**src/rtl/game_pkg.sv**
```systemverilog
// game_pkg: shared definitions for the catch-the-ball game (state encoding,
// screen size and default bar geometry used by the referee, bar renderer and
// ball generator).
package game_pkg;

    typedef enum logic [1:0] {
        IDLE      = 2'd0,
        PLAY      = 2'd1,
        GAME_OVER = 2'd2
    } game_state_t;

    localparam int H_RES = 640;
    localparam int V_RES = 480;

    localparam int BAR_Y_DEFAULT      = 440;
    localparam int BAR_W_DEFAULT      = 80;
    localparam int LIVES_INIT_DEFAULT = 3;

    localparam logic [15:0] SCORE_MAX_BCD = 16'h9999;

    // Increment one BCD digit; carry_out is set when the digit rolls 9 -> 0.
    function automatic logic [4:0] bcd_digit_inc(input logic [3:0] digit);
        logic [4:0] result;
        if (digit >= 4'd9) begin
            result = {1'b1, 4'd0};
        end else begin
            result = {1'b0, digit + 4'd1};
        end
        return result;
    endfunction

endpackage

```
**src/rtl/ball_catch_referee_if.sv**
```systemverilog
// ball_catch_referee_if: frame-rate signals between the game side (ball
// generator, bar position, start button) and the referee.
interface ball_catch_referee_if;

    logic        start;
    logic        frame_tick;
    logic [9:0]  ball_x;
    logic [9:0]  ball_y;
    logic [10:0] radius;
    logic [9:0]  bar_x;

    logic        caught;
    logic        new_game;
    logic [15:0] score;
    logic [2:0]  lives;
    logic        game_over;
    logic [2:0]  speed_level;

    modport master (
        output start, frame_tick, ball_x, ball_y, radius, bar_x,
        input  caught, new_game, score, lives, game_over, speed_level
    );

    modport slave (
        input  start, frame_tick, ball_x, ball_y, radius, bar_x,
        output caught, new_game, score, lives, game_over, speed_level
    );

endinterface

```
**src/rtl/bcd_counter4.sv**
```systemverilog
// bcd_counter4: four-digit BCD counter with enable and synchronous clear that
// holds at 9999 instead of rolling over.
module bcd_counter4
    import game_pkg::*;
(
    input  logic        clk_in,
    input  logic        reset,
    input  logic        clear,
    input  logic        enable,
    output logic [15:0] value
);

    logic [15:0] count_q;
    logic [15:0] count_d;

    // Ripple a +1 through the digits unless cleared or already saturated.
    always_comb begin
        logic       carry;
        logic [4:0] step;
        count_d = count_q;
        carry   = 1'b1;
        step    = 5'd0;
        if (clear) begin
            count_d = 16'h0000;
        end else if (enable && (count_q != SCORE_MAX_BCD)) begin
            for (int i = 0; i < 4; i++) begin
                if (carry) begin
                    step               = bcd_digit_inc(count_q[4*i +: 4]);
                    count_d[4*i +: 4]  = step[3:0];
                    carry              = step[4];
                end
            end
        end
    end

    // Counter register.
    always_ff @(posedge clk_in) begin
        if (reset) begin
            count_q <= 16'h0000;
        end else begin
            count_q <= count_d;
        end
    end

    assign value = count_q;

endmodule

```
**src/rtl/ball_catch_referee.sv**
```systemverilog
// ball_catch_referee: per-frame catch/miss referee with BCD score, lives and
// the IDLE/PLAY/GAME_OVER state machine.
// Optional feature macro: REFEREE_SPEED_LEVEL_EN (speed level rises every
// 8 catches when defined, otherwise speed_level is tied to zero).
module ball_catch_referee
    import game_pkg::*;
#(
    parameter int BAR_Y      = BAR_Y_DEFAULT,
    parameter int BAR_W      = BAR_W_DEFAULT,
    parameter int LIVES_INIT = LIVES_INIT_DEFAULT
) (
    input logic                 clk_in,
    input logic                 reset,
    ball_catch_referee_if.slave bus
);

    game_state_t state_q;
    game_state_t state_d;
    logic        armed_q;
    logic        armed_d;
    logic [2:0]  lives_q;
    logic [2:0]  lives_d;
    logic        caught_q;
    logic        caught_d;
    logic        new_game_q;
    logic        new_game_d;
    logic        game_over_q;
    logic        start_prev_q;

    logic        start_rise;
    logic [11:0] bottom;
    logic [11:0] reach_right;
    logic [11:0] reach_left;
    logic        in_x;
    logic        at_bar;
    logic        score_clr;
    logic        score_inc;
    logic [15:0] score_value;

    // Widen everything to 12 bits so no sum can wrap.
    assign bottom      = {2'b00, bus.ball_y} + {1'b0, bus.radius};
    assign reach_right = {2'b00, bus.ball_x} + {1'b0, bus.radius};
    assign reach_left  = {2'b00, bus.bar_x} + 12'(BAR_W) + {1'b0, bus.radius};
    assign in_x        = (reach_right >= {2'b00, bus.bar_x}) &&
                         ({2'b00, bus.ball_x} < reach_left);
    assign at_bar      = (bottom >= 12'(BAR_Y));
    assign start_rise  = bus.start && !start_prev_q;

    // Next-state logic: game start, catch/miss decision and re-arm.
    always_comb begin
        state_d    = state_q;
        armed_d    = armed_q;
        lives_d    = lives_q;
        caught_d   = 1'b0;
        new_game_d = 1'b0;
        score_clr  = 1'b0;
        score_inc  = 1'b0;
        case (state_q)
            IDLE, GAME_OVER: begin
                if (start_rise) begin
                    state_d    = PLAY;
                    armed_d    = 1'b1;
                    lives_d    = 3'(LIVES_INIT);
                    new_game_d = 1'b1;
                    score_clr  = 1'b1;
                end
            end
            PLAY: begin
                if (bus.frame_tick) begin
                    if (!at_bar) begin
                        armed_d = 1'b1;
                    end else if (armed_q) begin
                        armed_d = 1'b0;
                        if (in_x) begin
                            caught_d  = 1'b1;
                            score_inc = 1'b1;
                        end else begin
                            lives_d = lives_q - 3'd1;
                            if (lives_q == 3'd1) begin
                                state_d = GAME_OVER;
                            end
                        end
                    end
                end
            end
            default: begin
                state_d = IDLE;
            end
        endcase
    end

    // State and registered outputs; reset overrides any pending event.
    always_ff @(posedge clk_in) begin
        if (reset) begin
            state_q      <= IDLE;
            armed_q      <= 1'b0;
            lives_q      <= 3'd0;
            caught_q     <= 1'b0;
            new_game_q   <= 1'b0;
            game_over_q  <= 1'b0;
            start_prev_q <= 1'b0;
        end else begin
            state_q      <= state_d;
            armed_q      <= armed_d;
            lives_q      <= lives_d;
            caught_q     <= caught_d;
            new_game_q   <= new_game_d;
            game_over_q  <= (state_d == GAME_OVER);
            start_prev_q <= bus.start;
        end
    end

    bcd_counter4 u_score (
        .clk_in (clk_in),
        .reset  (reset),
        .clear  (score_clr),
        .enable (score_inc),
        .value  (score_value)
    );

`ifdef REFEREE_SPEED_LEVEL_EN
    logic [2:0] catch_cnt_q;
    logic [2:0] speed_q;

    // Every eighth catch bumps the difficulty, holding at level 7.
    always_ff @(posedge clk_in) begin
        if (reset || score_clr) begin
            catch_cnt_q <= 3'd0;
            speed_q     <= 3'd0;
        end else if (score_inc) begin
            catch_cnt_q <= catch_cnt_q + 3'd1;
            if ((catch_cnt_q == 3'd7) && (speed_q != 3'd7)) begin
                speed_q <= speed_q + 3'd1;
            end
        end
    end

    assign bus.speed_level = speed_q;
`else
    assign bus.speed_level = 3'd0;
`endif

    assign bus.caught    = caught_q;
    assign bus.new_game  = new_game_q;
    assign bus.score     = score_value;
    assign bus.lives     = lives_q;
    assign bus.game_over = game_over_q;

endmodule

```
**src/flat_wrapper.sv**
```systemverilog
// flat-port wrapper written by rule: the top's interface ports become plain ports
module ball_catch_referee_flat import game_pkg::*;
#(
    parameter int BAR_Y      = BAR_Y_DEFAULT,
    parameter int BAR_W      = BAR_W_DEFAULT,
    parameter int LIVES_INIT = LIVES_INIT_DEFAULT
)
  (clk_in, reset, bus_start, bus_frame_tick, bus_ball_x, bus_ball_y, bus_radius, bus_bar_x, bus_caught, bus_new_game, bus_score, bus_lives, bus_game_over, bus_speed_level);
  ball_catch_referee_if bus_i ();
  input logic clk_in;
  input logic reset;
  input wire logic [$bits(bus_i.start)-1:0] bus_start;
  input wire logic [$bits(bus_i.frame_tick)-1:0] bus_frame_tick;
  input wire logic [$bits(bus_i.ball_x)-1:0] bus_ball_x;
  input wire logic [$bits(bus_i.ball_y)-1:0] bus_ball_y;
  input wire logic [$bits(bus_i.radius)-1:0] bus_radius;
  input wire logic [$bits(bus_i.bar_x)-1:0] bus_bar_x;
  output wire logic [$bits(bus_i.caught)-1:0] bus_caught;
  output wire logic [$bits(bus_i.new_game)-1:0] bus_new_game;
  output wire logic [$bits(bus_i.score)-1:0] bus_score;
  output wire logic [$bits(bus_i.lives)-1:0] bus_lives;
  output wire logic [$bits(bus_i.game_over)-1:0] bus_game_over;
  output wire logic [$bits(bus_i.speed_level)-1:0] bus_speed_level;
  assign bus_i.start = bus_start;
  assign bus_i.frame_tick = bus_frame_tick;
  assign bus_i.ball_x = bus_ball_x;
  assign bus_i.ball_y = bus_ball_y;
  assign bus_i.radius = bus_radius;
  assign bus_i.bar_x = bus_bar_x;
  assign bus_caught = bus_i.caught;
  assign bus_new_game = bus_i.new_game;
  assign bus_score = bus_i.score;
  assign bus_lives = bus_i.lives;
  assign bus_game_over = bus_i.game_over;
  assign bus_speed_level = bus_i.speed_level;
  ball_catch_referee #(.BAR_Y(BAR_Y), .BAR_W(BAR_W), .LIVES_INIT(LIVES_INIT)) u_core (.clk_in(clk_in), .reset(reset), .bus(bus_i));
endmodule
```
**config.mk**
```make
export PLATFORM = sky130hd
export DESIGN_NAME = ball_catch_referee_flat
export DESIGN_NICKNAME = d
export VERILOG_FILES = /design/src/rtl/game_pkg.sv /design/src/rtl/ball_catch_referee_if.sv /design/src/rtl/bcd_counter4.sv /design/src/rtl/ball_catch_referee.sv /design/src/flat_wrapper.sv
export SDC_FILE = /design/constraint.sdc
export NUM_CORES = 1
export LEC_CHECK = 0
export BUFFER_PORTS_ARGS = -buffer_cell sky130_fd_sc_hd__buf_2
export CAP_MARGIN = 20
export CORE_AREA = 5 5 81 90
export DETAILED_ROUTE_END_ITERATION = 6
export DIE_AREA = 0 0 86 95
export GPL_ROUTABILITY_DRIVEN = 1
export PLACE_DENSITY = 0.89
export SLEW_MARGIN = 15
export SYNTH_ARGS = -nofsm -noshare
export SYNTH_HDL_FRONTEND = slang
export SYNTH_SLANG_ARGS = --single-unit
```
**constraint.sdc**
```tcl
create_clock -name clk_in -period 10.7 [get_ports clk_in]
set_input_delay 1.07 -clock clk_in [delete_from_list [all_inputs] [get_ports clk_in]]
set_output_delay 1.07 -clock clk_in [all_outputs]
set_load 0.1 [all_outputs]
```
==> run_results.csv, run 1 <==
group,metric,value,unit
status,status,"complete, no violations",
clocking,cts_buffer_depth,2,
worst_setup_path,cp.buffers_inverters,2,
worst_setup_path,ff2ff_setup_slack,8.17,ns
global_routing,grt_max_degree,15,
placement,hpwl,6.61,mm
job,cap_violations,0,
synth,yosysMostFrequentCell,"ha_1",
final_layout,antenna_cells,0,
clocking,clk_latency,0.27,ns
global_routing,antenna_found_initial,0,
route,drtIter0Drc,105,
synth,avgSynthCellArea,8.08,µm²
timing,fin_worst_skew,0.00864,ns
timing,fmax,220,MHz
placement,port_buffers,66,
clocking,cts_hold_buf,0,
timing,relSlewSlack,60.6,%
clocking,clk_pin_slew,0.09,ns
final_layout,fin_nets,587,
timing,finalHoldViolations,0,
synth,yosys_most_used_dff,"dfxtp_1",
power_and_ir_drop,p_leak,0.00173,µW
final_layout,syn_to_final_growth,13.8,%
worst_setup_path,endpoint,"u_core.u_score.value[6]",
floorplanning,initial_utilization,51.4,%
worst_setup_path,r2r-end,"u_core.u_score.value[14]",
timing,fin_setup_tns,0,ns
synth,synth_top_cells_by_count,"ha_1, a21oi_1, inv_1, nand2_1, nor2_1",
worst_setup_path,endpoint_kind,"flip-flop",
placement,place.gp.congestion,0.831,
clocking,post_cts_resized,0,
power_and_ir_drop,power.density,89.2,nW/µm²
global_routing,grt_pass1_vias,3160,
floorplanning,num_io_pins,70,
route,drcViolationCount,0,
clocking,cts_sinks,26,
worst_setup_path,arrival,4.71,ns
synth,netlist_instances,407,
final_layout,drive_gt1_share,17.4,%
worst_setup_path,cp_top_family,"compound AO/OA/AOI/OAI gates",
timing,setup_viol_count_final,0,
synth,synth-edff-count,0,
power_and_ir_drop,ir_drop,0.0923,mV
clocking,h-tree-depth,1,
final_layout,final_cell_area,3740,µm²
global_routing,grt.total_usage,19.0,%
worst_setup_path,start_kind,"input pin",
timing,slew_viol_final,0,
floorplanning,die_x,86,µm
worst_setup_path,path_cells,"buf_2, ha_1, inv_1, fa_1, nor2b_1, o31a_1, o21ai_1, nand2_1, a21o_1, a21oi_1, xor2_1, ha_1, o21ai_0, a21oi_1, o31a_1, a31oi_4, and3_1, o21ai_0, a32o_1",
clocking,cts_setup_buffers,0,
clocking,cts_buffers,3,
timing,rsz0062_at_grt,"no",
worst_setup_path,critical_path_class,"input pin to flip-flop",
worst_setup_path,path_max_fanout,8,
route,ant_nets,0,
worst_setup_path,crit_cells,19,
floorplanning,design.core.area,6400,µm²
route,wire_per_inst,14.2,µm
timing,finalCritPeriodShare,42.4,%
floorplanning,die_h,95,µm
worst_setup_path,critPathRequiredTime,10.87,ns
synth,yosysSeqAreaShare,15.8,%
synth,synth_area,3290,µm²
floorplanning,rows,31,
timing,period_needed,4.54,ns
worst_setup_path,critical-path-max-stage-delay,0.39,ns
clocking,tritoncts,"yes",
worst_hold_path,hp-class,"flip-flop to flip-flop",
placement,place_area,3690,µm²
synth,synth-seq-cells,26,
route,num_vias,3240,
synth,synthArstFlopShare,0,%
synth,synth_top_area_share,25.1,%
worst_setup_path,slowest_stage,"and3_1",
route,wirelength,7.84,mm
timing,worst_pin_slew,0.588,ns
synth,synth_largest_area_cell,"ha_1",
floorplanning,die-area,8170,µm²
global_routing,grt-ovfl-total,0,
synth,yosysWarnings,0,
clocking,root_buffer,"clkbuf_8",
route,drtPass1Iterations,6,
route,vias_per_cell,5.85,
synth,synthTopCellsByArea,"ha_1, dfxtp_1, a21oi_1",
worst_setup_path,rr_startpoint,"u_core.u_score.value[13]",
worst_setup_path,reg2reg_depth,10,
worst_setup_path,crit_start,"bus_bar_x[0]",
synth,yosysUniqueCellTypes,68,
global_routing,grt_pass1_wl,13.0,mm
-- cell families after synthesis --
logic type | share of synthesized area, %
AO/OA/AOI/OAI | 24.5
XOR/XNOR | 5.59
adder cells (fa/ha/maj) | 26.9
buffers and inverters | 4.98
flip-flops | 15.8
multiplexers | 1.56
other | 0.114
AND/OR/NAND/NOR | 20.5
-- sequential cells by signal, summed over array words and instances (netlist names) --
signal                cells
u_core.bus.new_game       1
u_core.state_q            2
u_core.bus.caught         1
u_core.bus.game_over      1
u_core.bus.lives          3
u_core.armed_q            1
u_core.start_prev_q       1
u_core.u_score.value     16
-- layer usage --
metal	routed length [µm]	part of all wire [%]	GRT usage [%]	vias up
li1	-	-	-	1617
met5	0	0	0	-
met3	396	5.0	1.75	24
met4	221	2.8	7.65	0
met2	3750	48	35.3	87
met1	3470	44	22.2	1512
-- tightest hold or removal path, cell delays in order, from the launching register on --
cell and delay (ns):
dfxtp_1 0.32, nor2_1 0.10, nor3_1 0.05
-- where the power goes --
group	switching [µW]	total, µW	internal, µW	leakage [µW]
clock	30.0	62.8	32.9	0.0000288
combinational	100	171	70.3	0.00149
sequential	1.50	101	99.0	0.000211
total	132	334	202	0.00173
-- layout make-up --
type,instances,area [µm²]
Timing Repair Buffer,66,330
Fill cell,550,2660
Sequential cell,26,520
Clock buffer,4,55.1
Inverter,33,124
Tap cell,82,103
Multi-Input combinational cell,343,2610
-- layout by cell type (no fill, tap or decap), types with 3 or more instances in the layout --
cell type	instances
o21bai_1	4
nor3b_1	3
or3_1	3
nor3_1	10
a31oi_1	5
nand2_1	28
a21o_1	7
nand4_1	4
conb_1	3
buf_2	66
dfxtp_1	26
nor2_1	28
nand2b_1	5
fa_1	3
o211ai_1	3
and4_1	3
a21oi_1	34
inv_1	33
clkbuf_8	4
nor2b_1	12
o21a_1	4
ha_1	66
nand3_1	13
o21ai_0	22
mux2i_1	4
xnor2_1	15
o31ai_1	3
xor2_1	6
and2_1	3
a211oi_1	5
-- through the flow --
| step | cells | hold WS (ns) | setup WS, ns | utilization, % | power (µW) |
|---|---|---|---|---|---|
| global route | 554 | 0.529 | 5.84 | 58.5 | 364 |
| floorplan | 409 | 0.468 | 6.39 | - | 233 |
| finish | 554 | 0.498 | 6.16 | 58.5 | 334 |
| detailed placement | 550 | 0.486 | 5.88 | 57.7 | 272 |
| CTS | 554 | 0.502 | 6.15 | 58.5 | 335 |
| global placement | 550 | 0.478 | 5.98 | 57.7 | 264 |
-- worst min-delay path by stage --
stage | startpoint | to | depth (start not counted) | slack, ns
after global placement | u_core.armed_q | u_core.armed_q | 2 | 0.48
after CTS | u_core.armed_q | u_core.armed_q | 2 | 0.50
after detailed placement | u_core.armed_q | u_core.armed_q | 2 | 0.49
after floorplan | u_core.state_q[1] | u_core.bus.game_over | 2 | 0.47
after global routing | u_core.armed_q | u_core.armed_q | 2 | 0.53
final | u_core.armed_q | u_core.armed_q | 2 | 0.50
Note: power is estimated with default switching activity, not from simulation.
==> inputs of run 2 (changes only) <==
--- a/config.mk
+++ b/config.mk
@@ -5,13 +5,14 @@
 export SDC_FILE = /design/constraint.sdc
 export NUM_CORES = 1
 export LEC_CHECK = 0
+export ABC_AREA = 1
 export BUFFER_PORTS_ARGS = -buffer_cell sky130_fd_sc_hd__buf_2
 export CAP_MARGIN = 20
-export CORE_AREA = 5 5 81 90
+export CORE_AREA = 5 5 85 95
 export DETAILED_ROUTE_END_ITERATION = 6
-export DIE_AREA = 0 0 86 95
+export DIE_AREA = 0 0 90 100
 export GPL_ROUTABILITY_DRIVEN = 1
-export PLACE_DENSITY = 0.89
+export PLACE_DENSITY = 0.87
 export SLEW_MARGIN = 15
 export SYNTH_ARGS = -nofsm -noshare
 export SYNTH_HDL_FRONTEND = slang
==> constraint.sdc (replaced) <==
create_clock -name clk_in -period 4.53 [get_ports clk_in]
set_input_delay 0.453 -clock clk_in [delete_from_list [all_inputs] [get_ports clk_in]]
set_output_delay 0.453 -clock clk_in [all_outputs]
set_load 0.1 [all_outputs]
==> run 2 against run 1 <==
Power rose to 2.7 times the previous value. Die area up 10%. Non-clock buffer count unchanged. Global-route usage about the same. Design area up 10%. Register-to-register slack worse by 5.9 ns. Synthesized cell count up 41%. Synthesized area up 11%. Via count up 19%. Combinational power rose to 2.9 times the previous value. Flip-flop and latch count unchanged. Critical path type unchanged. Largest cell class unchanged. Clock power up 140%. Highest routed layer unchanged.
==> run_results.csv, run 2 <==
group,metric,value,unit
clocking,tritoncts,"yes",
floorplanning,die_h,100,µm
worst_setup_path,critPathRequiredTime,4.70,ns
timing,rsz0062_at_grt,"no",
final_layout,final_common_cell,"nand2_1",
clocking,cts_hold_buf,0,
floorplanning,design.core.area,6930,µm²
synth,yosysSeqAreaShare,14.2,%
route,drtPass1Iterations,5,
synth,synth_largest_area_cell,"ha_1",
power_and_ir_drop,power.density,216,nW/µm²
global_routing,grt_pass1_vias,3779,
synth,synthArstFlopShare,0,%
worst_setup_path,path_max_fanout,15,
route,vias_per_cell,5.32,
floorplanning,rows,32,
clocking,clk_pin_slew,0.09,ns
worst_setup_path,start_kind,"input pin",
synth,synth_area,3660,µm²
power_and_ir_drop,p_leak,0.00229,µW
floorplanning,num_io_pins,70,
synth,yosys_most_used_dff,"dfxtp_1",
final_layout,finalCoreUtilization,59.4,%
timing,finalHoldViolations,0,
synth,yosysUniqueCellTypes,35,
floorplanning,initial_utilization,52.8,%
timing,fmax,298,MHz
global_routing,grt.total_usage,19.1,%
placement,dpl.cell_count,722,
clocking,post_cts_resized,0,
synth,netlist_instances,575,
route,ant_nets,0,
worst_setup_path,critical_path_class,"input pin to flip-flop",
route,wire_per_inst,12.2,µm
clocking,cts_setup_buffers,0,
timing,relSlewSlack,56.3,%
route,drtIter0Drc,186,
timing,period_needed,3.36,ns
final_layout,layout_common_cells,"nand2_1, inv_1, ha_1, buf_2, nor2_1",
placement,port_buffers,66,
global_routing,grt_pass1_wl,15.0,mm
timing,slew_viol_final,0,
placement,hpwl,7.54,mm
placement,place.gp.congestion,0.938,
timing,finalCritPeriodShare,74.1,%
power_and_ir_drop,ir_drop,0.187,mV
timing,setup_viol_count_final,0,
clocking,cts_sinks,26,
final_layout,largest_reg_flops,16,
synth,synthTopCellsByArea,"ha_1, nand2_1, dfxtp_1",
clocking,cts_buffer_depth,2,
synth,yosysWarnings,0,
status,status,"complete, no violations",
final_layout,fin_cells,726,
synth,avgSynthCellArea,6.36,µm²
synth,synth-seq-cells,26,
timing,worst_pin_slew,0.653,ns
final_layout,antenna_cells,0,
timing,fin_setup_tns,0,ns
final_layout,syn_to_final_growth,12.5,%
synth,yosysMostFrequentCell,"nand2_1",
global_routing,grt_max_degree,16,
final_layout,fin_nets,756,
clocking,clk_latency,0.27,ns
worst_hold_path,hp-class,"input pin to flip-flop",
route,drcViolationCount,0,
global_routing,grt-ovfl-total,0,
clocking,cts_buffers,3,
worst_setup_path,arrival,3.52,ns
global_routing,antenna_found_initial,0,
clocking,root_buffer,"clkbuf_8",
final_layout,drive_gt1_share,12.9,%
synth,synth-edff-count,0,
worst_setup_path,endpoint_kind,"flip-flop",
route,num_vias,3862,
route,wirelength,8.88,mm
clocking,h-tree-depth,1,
job,cap_violations,0,
floorplanning,die_x,90,µm
synth,synth_top_area_share,22.6,%
power_and_ir_drop,power,888,µW
floorplanning,die-area,9000,µm²
synth,synth_top_cells_by_count,"nand2_1, inv_1, ha_1, nor2_1",
timing,setup_ws,1.17,ns
placement,post-place-ws,0.899,ns
timing,fin_worst_skew,0.00404,ns
==> run 2: cell types whose count changed after synthesis, moves of 6 or more <==
| cell | delta |
|---|---|
| nand2_1 | +126 |
| nor2_1 | +20 |
| a21o_1 | -6 |
| nand3_1 | +22 |
| inv_1 | +65 |
| o21ai_0 | -16 |
| nor2b_1 | -12 |
| xor2_1 | +12 |
| nand4_1 | +17 |
==> run 2: worst paths after layout <==
| check | slack, ns | depth (start not counted) | to | startpoint |
|---|---|---|---|---|
| max | 1.17 | 23 | u_core.u_score.value[5] | bus_bar_x[4] |
| min | 0.40 | 3 | u_core.start_prev_q | bus_start |
| max reg2reg | 2.29 | 7 | u_core.u_score.value[5] | u_core.u_score.value[0] |
| min reg2reg | 0.49 | 2 | u_core.bus.lives[1] | u_core.bus.lives[1] |
==> run 2: power by group <==
part / internal, µW / total, µW / switching (µW)
Sequential: 238 / 244 / 6.30
Clock: 77.6 / 149 / 71.5
Combinational: 176 / 495 / 319
Total: 492 / 888 / 397
==> run 2: per-layer routing <==
metal / track usage, % / wire (µm) / vias up
met2: 37.6 / 4660 / 122
met1: 21.1 / 3530 / 1731
met3: 2.25 / 455 / 24
met4: 6.07 / 240 / 0
met5: 0 / 0 / -
li1: - / - / 1985
==> run 2: stage by stage <==
| stage | hold WS [ns] | cell area (µm²) |
|---|---|---|
| final | 0.403 | 4120 |
| after global routing | 0.413 | 4120 |
| after CTS | 0.396 | 4120 |
| after detailed placement | 0.482 | 4060 |
| after global placement | 0.474 | 4060 |
| after floorplan | 0.480 | 3670 |
==> run 2: critical path, cell delays in order <==
cell and delay (ns):
buf_2 0.11, ha_1 0.19, or2_2 0.31, nand2_1 0.07
ha_1 0.27, nand2_1 0.10, nor2_1 0.05, nand2_1 0.05
nand3_1 0.12, xnor2_1 0.16, ha_1 0.29, nand2_1 0.07
inv_1 0.03, nor3_1 0.15, nand2_1 0.07, nand2_1 0.05
nand2_1 0.04, nand2_1 0.11, nand3_2 0.15, nor2_8 0.23
nand3_1 0.19, nand2_1 0.17, nor2_1 0.07
==> run 2: area by class of cell <==
type	count	area, µm²
Tap cell	85	106
Clock buffer	4	55.1
Fill cell	643	2810
Inverter	101	379
Timing Repair Buffer	66	330
Sequential cell	26	520
Multi-Input combinational cell	444	2730
==> run 2: logic make-up after synthesis <==
logic type,synth area share (%)
simple gates,33.8
other cells,0.102
buf+inv,11.5
fa+ha+maj,24.2
compound gates,9.26
xor+xnor,6.94
flops,14.2
==> inputs of run 3 (changes only) <==
--- a/config.mk
+++ b/config.mk
@@ -5,14 +5,14 @@
 export SDC_FILE = /design/constraint.sdc
 export NUM_CORES = 1
 export LEC_CHECK = 0
-export ABC_AREA = 1
+export ABC_AREA = 0
 export BUFFER_PORTS_ARGS = -buffer_cell sky130_fd_sc_hd__buf_2
 export CAP_MARGIN = 20
-export CORE_AREA = 5 5 85 95
+export CORE_AREA = 5 5 81 90
 export DETAILED_ROUTE_END_ITERATION = 6
-export DIE_AREA = 0 0 90 100
+export DIE_AREA = 0 0 86 95
 export GPL_ROUTABILITY_DRIVEN = 1
-export PLACE_DENSITY = 0.87
+export PLACE_DENSITY = 0.89
 export SLEW_MARGIN = 15
 export SYNTH_ARGS = -nofsm -noshare
 export SYNTH_HDL_FRONTEND = slang
==> constraint.sdc (replaced) <==
create_clock -name clk_in -period 3.25 [get_ports clk_in]
set_input_delay 0.325 -clock clk_in [delete_from_list [all_inputs] [get_ports clk_in]]
set_output_delay 0.325 -clock clk_in [all_outputs]
set_load 0.1 [all_outputs]
==> run 3 against run 2 <==
The flow now finishes with violations (negative setup slack). Via count shrank 0.41%. Sequential power rose by 36%. Die area decreased by 9.2%. Combinational power increased by 62%. Flip-flop and latch count is the same. Wire length is 33% higher. Sequential share of layout area fell by 1.4 points. Critical endpoint is now u_core.u_score.value[4]. Largest power group unchanged.
==> run_results.csv, run 3 (synthesis results as in run 1) <==
group,metric,value,unit
final_layout,final_cell_area,4640,µm²
final_layout,drive_gt1_share,37.3,%
floorplanning,die-area,8170,µm²
worst_setup_path,path_max_fanout,4,
worst_setup_path,endpoint,"u_core.u_score.value[4]",
clocking,cts_hold_buf,0,
route,drtPass1Iterations,4,
worst_setup_path,arrival,3.80,ns
timing,period_needed,3.64,ns
timing,setup_ws,-0.392,ns
worst_setup_path,ff2ff_setup_slack,0.58,ns
timing,finalHoldViolations,0,
placement,place_area,4200,µm²
final_layout,largest_reg_flops,16,
clocking,cts_sinks,26,
global_routing,grt-ovfl-total,0,
worst_setup_path,rr_startpoint,"u_core.u_score.value[13]",
floorplanning,initial_utilization,51.4,%
route,wirelength,11.8,mm
timing,fmax,275,MHz
floorplanning,design.core.area,6400,µm²
global_routing,grt_pass1_wl,17.3,mm
final_layout,fillers,442,
clocking,cts_buffers,3,
worst_hold_path,hp-class,"input pin to flip-flop",
timing,rsz0062_at_grt,"yes",
route,wire_per_inst,18.8,µm
timing,fin_setup_tns,-6.97,ns
job,cap_violations,0,
status,status,"complete, but fails checks",
final_layout,layout_common_cells,"buf_4, buf_2, ha_1",
final_layout,syn_to_final_growth,41.1,%
power_and_ir_drop,power,1320,µW
floorplanning,die_x,86,µm
route,drcViolationCount,0,
final_layout,multiInputGateArea,2860,µm²
clocking,clk_pin_slew,0.09,ns
global_routing,antenna_found_initial,0,
timing,setup_viol_count_final,23,
timing,relSlewSlack,49.8,%
floorplanning,rows,31,
route,drtIter0Drc,261,
power_and_ir_drop,power.density,285,nW/µm²
worst_setup_path,critical_path_class,"input pin to flip-flop",
route,vias_per_cell,6.10,
global_routing,grt_pass1_vias,3910,
final_layout,regArea,520,µm²
final_layout,antenna_cells,0,
placement,post-place-ws,-0.686,ns
worst_setup_path,critPathRequiredTime,3.41,ns
clocking,tritoncts,"yes",
final_layout,final_common_cell,"buf_4",
clocking,h-tree-depth,1,
worst_setup_path,crit_start,"bus_radius[0]",
power_and_ir_drop,ir_drop,0.368,mV
global_routing,grt_max_degree,14,
timing,fin_worst_skew,0.00289,ns
status,violations,"negative setup slack",
floorplanning,num_io_pins,70,
route,num_vias,3846,
worst_setup_path,r2r-end,"u_core.u_score.value[13]",
worst_setup_path,start_kind,"input pin",
worst_setup_path,reg2reg_depth,11,
timing,worst_pin_slew,0.750,ns
clocking,clk_latency,0.28,ns
final_layout,finalCoreUtilization,72.5,%
placement,port_buffers,66,
clocking,root_buffer,"clkbuf_8",
worst_setup_path,endpoint_kind,"flip-flop",
power_and_ir_drop,p_leak,0.00216,µW
placement,hpwl,8.00,mm
timing,slew_viol_final,0,
timing,finalCritPeriodShare,112,%
floorplanning,die_h,95,µm
final_layout,fin_nets,665,
placement,place.gp.congestion,0.909,
global_routing,grt.total_usage,26.3,%
route,ant_nets,0,
clocking,cts_buffer_depth,2,
-- run 3: how the worst min path moves through the flow --
stage	start	end	slack, ns	cells past startpoint
floorplan	bus_start	u_core.start_prev_q	0.45	1
global placement	u_core.armed_q	u_core.armed_q	0.48	2
detailed placement	u_core.state_q[1]	u_core.state_q[1]	0.49	2
CTS	bus_start	u_core.start_prev_q	0.30	2
global route	bus_start	u_core.start_prev_q	0.33	2
finish	bus_start	u_core.start_prev_q	0.29	2
-- run 3: repair_timing --
action                     4_1_cts  5_1_grt
setup endpoints to repair       23       23
setup buffers                   13        3
pin swaps                       27       17
gates resized for setup         43       23
-- run 3: where the power goes --
| part | leakage, µW | total [µW] | switching [µW] | internal (µW) |
|---|---|---|---|---|
| Clock | 0.0000216 | 190 | 106 | 83.6 |
| Combinational | 0.00193 | 801 | 429 | 372 |
| Sequential | 0.000211 | 333 | 6.70 | 326 |
-- run 3: worst max-delay path: stages --
cell and delay, ns:
buf_8 0.10, ha_4 0.16, inv_4 0.05, fa_2 0.22, nor2b_2 0.06, o31a_1 0.26, o21ai_1 0.17, nand2_1 0.12
a21o_1 0.18, a21oi_2 0.14, xor2_1 0.21, ha_1 0.29, o21ai_2 0.13, a21oi_2 0.04, o31a_1 0.31, a31oi_4 0.24
buf_6 0.16, and3_4 0.22, buf_6 0.12, mux2i_2 0.21, nor2_1 0.06
-- run 3: metrics by stage --
stage	cells	hold slack, ns
2_1_floorplan	409	0.453
3_3_place_gp	612	0.477
3_5_place_dp	612	0.488
4_1_cts	628	0.300
5_1_grt	631	0.329
6_report	631	0.294
-- run 3: routing by layer --
metal / track usage [%] / wire [µm] / vias up / share of wire [%]
met2: 47.5 / 5940 / 172 / 50
met5: 0 / 0 / - / 0
met3: 3.93 / 652 / 61 / 5.5
met1: 28.8 / 4530 / 1833 / 38
met4: 15.4 / 729 / 0 / 6.2
li1: - / - / 1780 / -
-- run 3: layout make-up --
cell class | instances | share of cell area (%)
flip-flops and latches | 26 | 11.2
clock buffers | 3 | 0.890
repair buffers | 144 | 21.2
inverters | 33 | 2.72
multi-input cells | 343 | 61.7
well taps | 82 | 2.21
